<file path="src/rtl/sha_pkg.sv">
// ---------------------------------------------------------------------------
// sha_pkg
//   Shared definitions for the SHA working/chaining register bank.
//   - Word width and round count constants for the SHA-256 and SHA-512 modes
//   - Compression sequencer state encoding
//   - SHA-256 initial hash value, H0 in the least significant word
// ---------------------------------------------------------------------------
package sha_pkg;

    localparam int SHA256_WORD_W = 32;
    localparam int SHA256_ROUNDS = 64;
    localparam int SHA512_WORD_W = 64;
    localparam int SHA512_ROUNDS = 80;

    // A..H and H0..H7 are both eight words wide
    localparam int NUM_WORDS = 8;

    typedef enum logic [1:0] {
        IDLE  = 2'd0,
        ROUND = 2'd1,
        FINAL = 2'd2
    } sha_state_e;

    // SHA-256 IV packed as {H7, ..., H0}
    localparam logic [NUM_WORDS*SHA256_WORD_W-1:0] SHA256_IV = {
        32'h5be0cd19, 32'h1f83d9ab, 32'h9b05688c, 32'h510e527f,
        32'ha54ff53a, 32'h3c6ef372, 32'hbb67ae85, 32'h6a09e667
    };

endpackage

</file>
<file path="src/rtl/sha_word_reg.sv">
// ---------------------------------------------------------------------------
// sha_word_reg
//   One WORD_W-wide register with synchronous active-high reset and a load
//   enable. The bank builds both the working variables and the chaining words
//   out of these.
//   Ports:
//     CLK  - clock, rising edge
//     RST  - synchronous reset, active high, clears q
//     ld   - load enable
//     d    - next value
//     q    - current value
// ---------------------------------------------------------------------------
module sha_word_reg #(
    parameter int WORD_W = 32
) (
    input  logic              CLK,
    input  logic              RST,
    input  logic              ld,
    input  logic [WORD_W-1:0] d,
    output logic [WORD_W-1:0] q
);

    always_ff @(posedge CLK) begin
        if (RST) begin
            q <= '0;
        end else if (ld) begin
            q <= d;
        end
    end

endmodule

</file>
<file path="src/rtl/sha_work_reg_bank.sv">
// ---------------------------------------------------------------------------
// sha_work_reg_bank
//   Working variables A..H plus chaining words H0..H7 for one SHA compression
//   block, with the sequencer that loads, runs NUM_ROUNDS shift-updates and
//   performs the feed-forward add. Round arithmetic (T1/T2, K/W lookup) is
//   external; this block only presents A..H and the round index and consumes
//   the two new words the round logic produces.
//   Ports:
//     CLK, RST     - clock (rising edge), synchronous active-high reset
//     init_i       - load H0..H7 from iv_i (new message)
//     iv_i         - initial hash value, H0 at LSBs
//     start        - begin compressing one block
//     stall_i      - freeze the round in progress
//     new_a_i      - next A (T1+T2)
//     new_e_i      - next E (D+T1)
//     work_o       - A..H, A at LSBs
//     round_idx_o  - round being computed; 0 outside ROUND
//     busy_o       - high in ROUND and FINAL
//     done_o       - one-cycle pulse once hash_o holds the new digest
//     hash_o       - H0..H7, H0 at LSBs
// ---------------------------------------------------------------------------
module sha_work_reg_bank
    import sha_pkg::*;
#(
    parameter int WORD_W     = 32,
    parameter int NUM_ROUNDS = 64,
    parameter int CNT_W      = 7
) (
    input  logic                          CLK,
    input  logic                          RST,
    input  logic                          init_i,
    input  logic [NUM_WORDS*WORD_W-1:0]   iv_i,
    input  logic                          start,
    input  logic                          stall_i,
    input  logic [WORD_W-1:0]             new_a_i,
    input  logic [WORD_W-1:0]             new_e_i,
    output logic [NUM_WORDS*WORD_W-1:0]   work_o,
    output logic [CNT_W-1:0]              round_idx_o,
    output logic                          busy_o,
    output logic                          done_o,
    output logic [NUM_WORDS*WORD_W-1:0]   hash_o
);

    // Elaboration-time parameter sanity
    if (WORD_W != 32 && WORD_W != 64) begin : g_bad_word_w
        $error("sha_work_reg_bank: WORD_W must be 32 or 64");
    end
    if (NUM_ROUNDS < 1 || CNT_W < $clog2(NUM_ROUNDS)) begin : g_bad_cnt_w
        $error("sha_work_reg_bank: CNT_W too narrow for NUM_ROUNDS");
    end

    // Index 0 = A / H0, index 7 = H / H7
    logic [NUM_WORDS-1:0][WORD_W-1:0] iv_w;
    logic [NUM_WORDS-1:0][WORD_W-1:0] work_q, work_d;
    logic [NUM_WORDS-1:0][WORD_W-1:0] hash_q, hash_d;
    logic                             work_ld, hash_ld;

    sha_state_e       state;
    logic [CNT_W-1:0] rnd;
    logic             busy_q;
    logic             done_q;

    logic blk_start;
    logic round_adv;
    logic last_rnd;

    assign iv_w      = iv_i;
    assign blk_start = (state == IDLE) && start;
    assign round_adv = (state == ROUND) && !stall_i;
    assign last_rnd  = (rnd == CNT_W'(NUM_ROUNDS - 1));

    // ------------------------------------------------------------------
    // Working-variable next value: load on start, shift on each live round.
    // A..D and E..H are two four-deep shift chains fed by new_a / new_e.
    // ------------------------------------------------------------------
    always_comb begin
        work_ld   = blk_start || round_adv;
        work_d[0] = new_a_i;
        work_d[1] = work_q[0];
        work_d[2] = work_q[1];
        work_d[3] = work_q[2];
        work_d[4] = new_e_i;
        work_d[5] = work_q[4];
        work_d[6] = work_q[5];
        work_d[7] = work_q[6];
        if (state == IDLE) begin
            // A simultaneous init takes the IV directly, since H is only
            // being written on this same edge.
            work_d = init_i ? iv_w : hash_q;
        end
    end

    // ------------------------------------------------------------------
    // Chaining-word next value: IV load in IDLE, feed-forward in FINAL.
    // Sums wrap mod 2^WORD_W; the carry is simply dropped.
    // ------------------------------------------------------------------
    always_comb begin
        hash_ld = ((state == IDLE) && init_i) || (state == FINAL);
        for (int i = 0; i < NUM_WORDS; i++) begin
            hash_d[i] = (state == FINAL) ? (hash_q[i] + work_q[i]) : iv_w[i];
        end
    end

    for (genvar gi = 0; gi < NUM_WORDS; gi++) begin : g_words
        sha_word_reg #(.WORD_W(WORD_W)) u_work (
            .CLK (CLK),
            .RST (RST),
            .ld  (work_ld),
            .d   (work_d[gi]),
            .q   (work_q[gi])
        );
        sha_word_reg #(.WORD_W(WORD_W)) u_hash (
            .CLK (CLK),
            .RST (RST),
            .ld  (hash_ld),
            .d   (hash_d[gi]),
            .q   (hash_q[gi])
        );
    end

    // ------------------------------------------------------------------
    // Sequencer. The round counter is cleared on the last round so it
    // already reads 0 in FINAL and stays 0 through IDLE.
    // ------------------------------------------------------------------
    always_ff @(posedge CLK) begin
        if (RST) begin
            state  <= IDLE;
            rnd    <= '0;
            busy_q <= 1'b0;
            done_q <= 1'b0;
        end else begin
            done_q <= 1'b0;
            unique case (state)
                IDLE: begin
                    if (start) begin
                        state  <= ROUND;
                        rnd    <= '0;
                        busy_q <= 1'b1;
                    end
                end
                ROUND: begin
                    if (!stall_i) begin
                        if (last_rnd) begin
                            state <= FINAL;
                            rnd   <= '0;
                        end else begin
                            rnd <= rnd + CNT_W'(1);
                        end
                    end
                end
                FINAL: begin
                    state  <= IDLE;
                    busy_q <= 1'b0;
                    done_q <= 1'b1;
                end
                default: begin
                    state  <= IDLE;
                    rnd    <= '0;
                    busy_q <= 1'b0;
                end
            endcase
        end
    end

    assign work_o      = work_q;
    assign hash_o      = hash_q;
    assign round_idx_o = rnd;
    assign busy_o      = busy_q;
    assign done_o      = done_q;

endmodule

</file>
<file path="config.mk">
export PLATFORM = sky130hd
export DESIGN_NAME = sha_work_reg_bank
export DESIGN_NICKNAME = d
export VERILOG_FILES = /design/src/rtl/sha_pkg.sv /design/src/rtl/sha_word_reg.sv /design/src/rtl/sha_work_reg_bank.sv
export SDC_FILE = /design/constraint.sdc
export NUM_CORES = 2
export LEC_CHECK = 0
export CORE_AREA = 4 4 328 330
export CTS_BUF_LIST = sky130_fd_sc_hd__clkbuf_4
export CTS_CLUSTER_DIAMETER = 100
export DETAILED_ROUTE_END_ITERATION = 6
export DIE_AREA = 0 0 332 334
export MAX_ROUTING_LAYER = met4
export SLEW_MARGIN = 20
export SYNTH_ARGS = -nofsm -noshare
export SYNTH_HDL_FRONTEND = slang
export SYNTH_SLANG_ARGS = --single-unit
</file>
<file path="constraint.sdc">
create_clock -name CLK -period 3.2 [get_ports CLK]
set_input_delay 0.48 -clock CLK [delete_from_list [all_inputs] [get_ports CLK]]
set_output_delay 0.48 -clock CLK [all_outputs]
set_load 0.01 [all_outputs]
</file>
==> impl_metrics.env <==
export IMPL_synth_compound_area_share_pct=29.11
export IMPL_first_iter_violations=3536
export IMPL_synthMuxAreaShare_pct=7.885
export IMPL_initial_core_util_pct=35.26
export IMPL_gp_congestion=0.9523
export IMPL_max_freq_mhz=323.3
export IMPL_grt_pass1_wl_um=261800
export IMPL_synth_common_cells="nor2_1 (794), dfxtp_1 (523), a21oi_1 (502), nand2_1 (372), a211oi_1 (311)"
export IMPL_r2r_setup_slack_ns=0.11
export IMPL_vias_per_cell=5.720
export IMPL_slew_headroom_pct=28.71
export IMPL_syn_inst=4750
export IMPL_grt_pass1_vias=39820
export IMPL_whs_path_depth=3
export IMPL_critPathLaunchType="register"
export IMPL_dpl_cell_count=6848
export IMPL_syn_num_nets=5332
export IMPL_crit_path_top_delay_cell="o31ai_1"
export IMPL_r2r_start="g_words[6].u_work.q[0]"
export IMPL_setup_violations=0
export IMPL_synth_most_common_cell="nor2_1"
export IMPL_peakVddDrop_mv=0.2756
export IMPL_routedWlPerCell_um=24.57
export IMPL_grt_use_total_pct=31.44
export IMPL_crit_family="compound AO/OA/AOI/OAI gates"
export IMPL_ys_seq_elements=523
export IMPL_area_growth_pct=39.81
export IMPL_grt_max_degree=160
export IMPL_synth_top_family_by_area="compound AO/OA/AOI/OAI gates"
export IMPL_clk_pin_slew_ns=0.07
export IMPL_clock_sinks=523
export IMPL_numCtsBuffers=161
export IMPL_crit_chain="ha_1, fa_2, a21o_1, a21o_1, a21oi_2, o31ai_1, o31ai_1, a21oi_1, nand3_1, o221ai_1, mux2i_1, a21oi_1"
export IMPL_outcome="finished clean"
export IMPL_slew_viol_final=0
export IMPL_synth_area_leaders="dfxtp_1 (28%), ha_1 (8.4%), nor2_1 (8.1%), mux2i_1 (7.9%), a21oi_1 (6.8%)"
export IMPL_wirelength_um=179100
export IMPL_nets=6351
export IMPL_drc=0
export IMPL_finalClockSkew_ns=0.04681
export IMPL_rows=119
export IMPL_die_area_um2=110900
export IMPL_crit_fanout=3
export IMPL_synth_area_um2=36960
export IMPL_synth_simple_area_share_pct=16.74
export IMPL_critPathBufInv=0
export IMPL_setup_ws_ns=0.1067
export IMPL_r2r_cells=12
export IMPL_core_region_area_um2=104800
export IMPL_end_kind="register"
export IMPL_htreeDepth=4
export IMPL_cts_tree="yes"
export IMPL_critPathArrivalTime_ns=4.01
export IMPL_hold_path_class="in2reg"
export IMPL_dp_hpwl_um=132400
export IMPL_synth_edf_count=0
export IMPL_synthFlopType="dfxtp_1"
export IMPL_ios=846
export IMPL_die_h_um=334
export IMPL_critPathKind="reg2reg"
export IMPL_synth_fa_ha_area_share_pct=8.864
export IMPL_stdcell_count=7291
export IMPL_cts_buffer_depth=3
export IMPL_p_leak_nw=22.09
export IMPL_fill_cells=10480
export IMPL_synth_top_area_share_pct=28.33
export IMPL_multi_input_area_um2=25250
export IMPL_clock_latency_ns=1.09
export IMPL_antenna_found_initial=23
export IMPL_dr_pass1_iters=6
export IMPL_grt_setup_unrepaired="true"
export IMPL_holdCritStartpoint="iv_i[25]"
export IMPL_post_place_ws_ns=0.02907
export IMPL_ant_nets=0
export IMPL_utilization_pct=49.29
export IMPL_power_density_nw_per_um2=474.0
export IMPL_routed_via_count=41710
export IMPL_r2r_end="g_words[6].u_hash.q[28]"
export IMPL_async_flop_share_pct=0
export IMPL_hold_violations=0
export IMPL_syn_avg_cell_area_um2=7.780
export IMPL_critPathMaxStageDelay_ns=0.47
export IMPL_yosys_warnings=0
export IMPL_setup_tns_final_ns=0
export IMPL_period_minus_slack_ns=3.093
export IMPL_port_buffers=845
export IMPL_finalCritPeriodShare_pct=96.66
export IMPL_whs_endpoint="g_words[0].u_hash.q[25]"
export IMPL_power_mw=24.49
export IMPL_synth_top_area_cell="dfxtp_1"
export IMPL_root_buffer="clkbuf_4"
export IMPL_drive_gt1_share_pct=9.421
export IMPL_ff_latch_area_um2=10480
export IMPL_worstMarginPinSlew_ns=1.069
export IMPL_ys_types=91
export IMPL_ys_seq_area_share_pct=28.33
export IMPL_gr_total_overflow=0
export IMPL_dieWidth_um=332
export IMPL_critPathRequiredTime_ns=4.12
export IMPL_cap_violations=0
export IMPL_synth_xor_area_share_pct=4.906
==> worst register-to-register path: cells and delay by family, from the launching register on <==
kind	cells	cell delay, ns
AOI/OAI and AO/OA	8	1.65
DFF	1	0.34
and+or+nand+nor	1	0.26
adders and majority gates	2	0.46
muxes	1	0.22
==> sequential cells by signal, indices dropped and copies added, names as in the netlist <==
register,flops
g_words.u_hash.q,256
g_words.u_work.q,256
state,2
busy_o,1
round_idx_o,7
done_o,1
==> cell families (layout without fill, tap and decap cells) <==
group,count (synthesis),count (layout)
AO/OA/AOI/OAI,1596,1596
flip-flops,523,523
multiplexers,291,291
buffers and inverters,408,1528
XOR/XNOR,207,207
AND/OR/NAND/NOR,1468,1468
other,0,30
adder cells (fa/ha/maj),257,257
==> cell usage in the layout (no fill, tap or decap), types with 24 or more instances in the layout <==
| cell | count |
|---|---|
| nand2b_1 | 27 |
| nor2_1 | 790 |
| nand4_1 | 30 |
| a31oi_1 | 25 |
| xor2_1 | 77 |
| diode_2 | 30 |
| ha_1 | 247 |
| nand3_1 | 54 |
| inv_1 | 60 |
| nor3_1 | 51 |
| o21bai_1 | 32 |
| nand2_1 | 367 |
| buf_4 | 180 |
| dlygate4sd3_1 | 140 |
| buf_12 | 34 |
| nor2b_1 | 30 |
| a211oi_1 | 309 |
| o22ai_1 | 88 |
| mux2i_1 | 290 |
| xnor2_1 | 130 |
| dfxtp_1 | 516 |
| o221ai_1 | 29 |
| clkdlybuf4s50_1 | 843 |
| a311oi_1 | 119 |
| clkbuf_4 | 222 |
| a21oi_1 | 493 |
| o21a_1 | 29 |
| o21ai_0 | 119 |
| clkinv_1 | 24 |
| and3_1 | 36 |
| a21o_1 | 159 |
==> where the power goes <==
group / switching [mW] / leakage, nW / internal [mW]
Sequential: 0.976 / 4.31 / 7.22
Combinational: 5.25 / 16.6 / 4.21
Clock: 3.34 / 1.16 / 3.50
==> worst max-delay path by stage <==
stage / startpoint / to / slack (ns) / depth (start not counted)
6_report: g_words[6].u_work.q[0] / g_words[6].u_hash.q[28] / 0.11 / 12
5_1_grt: g_words[6].u_work.q[0] / g_words[6].u_hash.q[30] / -0.02 / 13
4_1_cts: g_words[5].u_work.q[1] / g_words[5].u_hash.q[31] / 0.007 / 13
3_5_place_dp: g_words[0].u_work.q[0] / g_words[0].u_hash.q[26] / 0.03 / 14
3_3_place_gp: g_words[0].u_work.q[0] / g_words[0].u_hash.q[26] / 0.06 / 14
2_1_floorplan: g_words[3].u_hash.q[0] / g_words[3].u_hash.q[26] / 0.17 / 12
==> per-stage QoR <==
step / hold slack (ns) / cell area [um2]
after global placement: 0.4917 / 47910
after CTS: 0.0005093 / 51300
final: 0.09845 / 51670
after detailed placement: 0.4845 / 47920
after floorplan: 0.5041 / 36960
after global routing: -0.02072 / 51660
==> cell type report <==
type | count | area share [%]
clock inverter | 42 | 0.5691
timing repair buffer | 1200 | 23.06
tap | 1391 | 3.369
multi-input combinational | 3819 | 48.88
clock buffer | 222 | 3.226
sequential | 523 | 20.28
antenna | 30 | 0.1453
inverter | 64 | 0.4674
==> metal layers <==
layer / vias to the layer above / GRT usage [%] / wire length, um
li1: 19650 / - / -
met3: 319 / 7.070 / 13110
met4: 0 / 11.87 / 7036
met1: 20050 / 40.76 / 79150
met2: 1689 / 47.84 / 79840
met5: - / - / 0
==> what timing repair did <==
| action | CTS | global route |
|---|---|---|
| resized for setup | 2 | 51 |
| buffers inserted | 0 | 9 |
| hold buffers | 140 | 0 |
| endpoints found under the hold margin | 191 | 0 |
| setup endpoints to repair | 2 | 50 |
| pin swaps | 3 | 25 |
No activity file was read; power rests on OpenSTA's default activity.
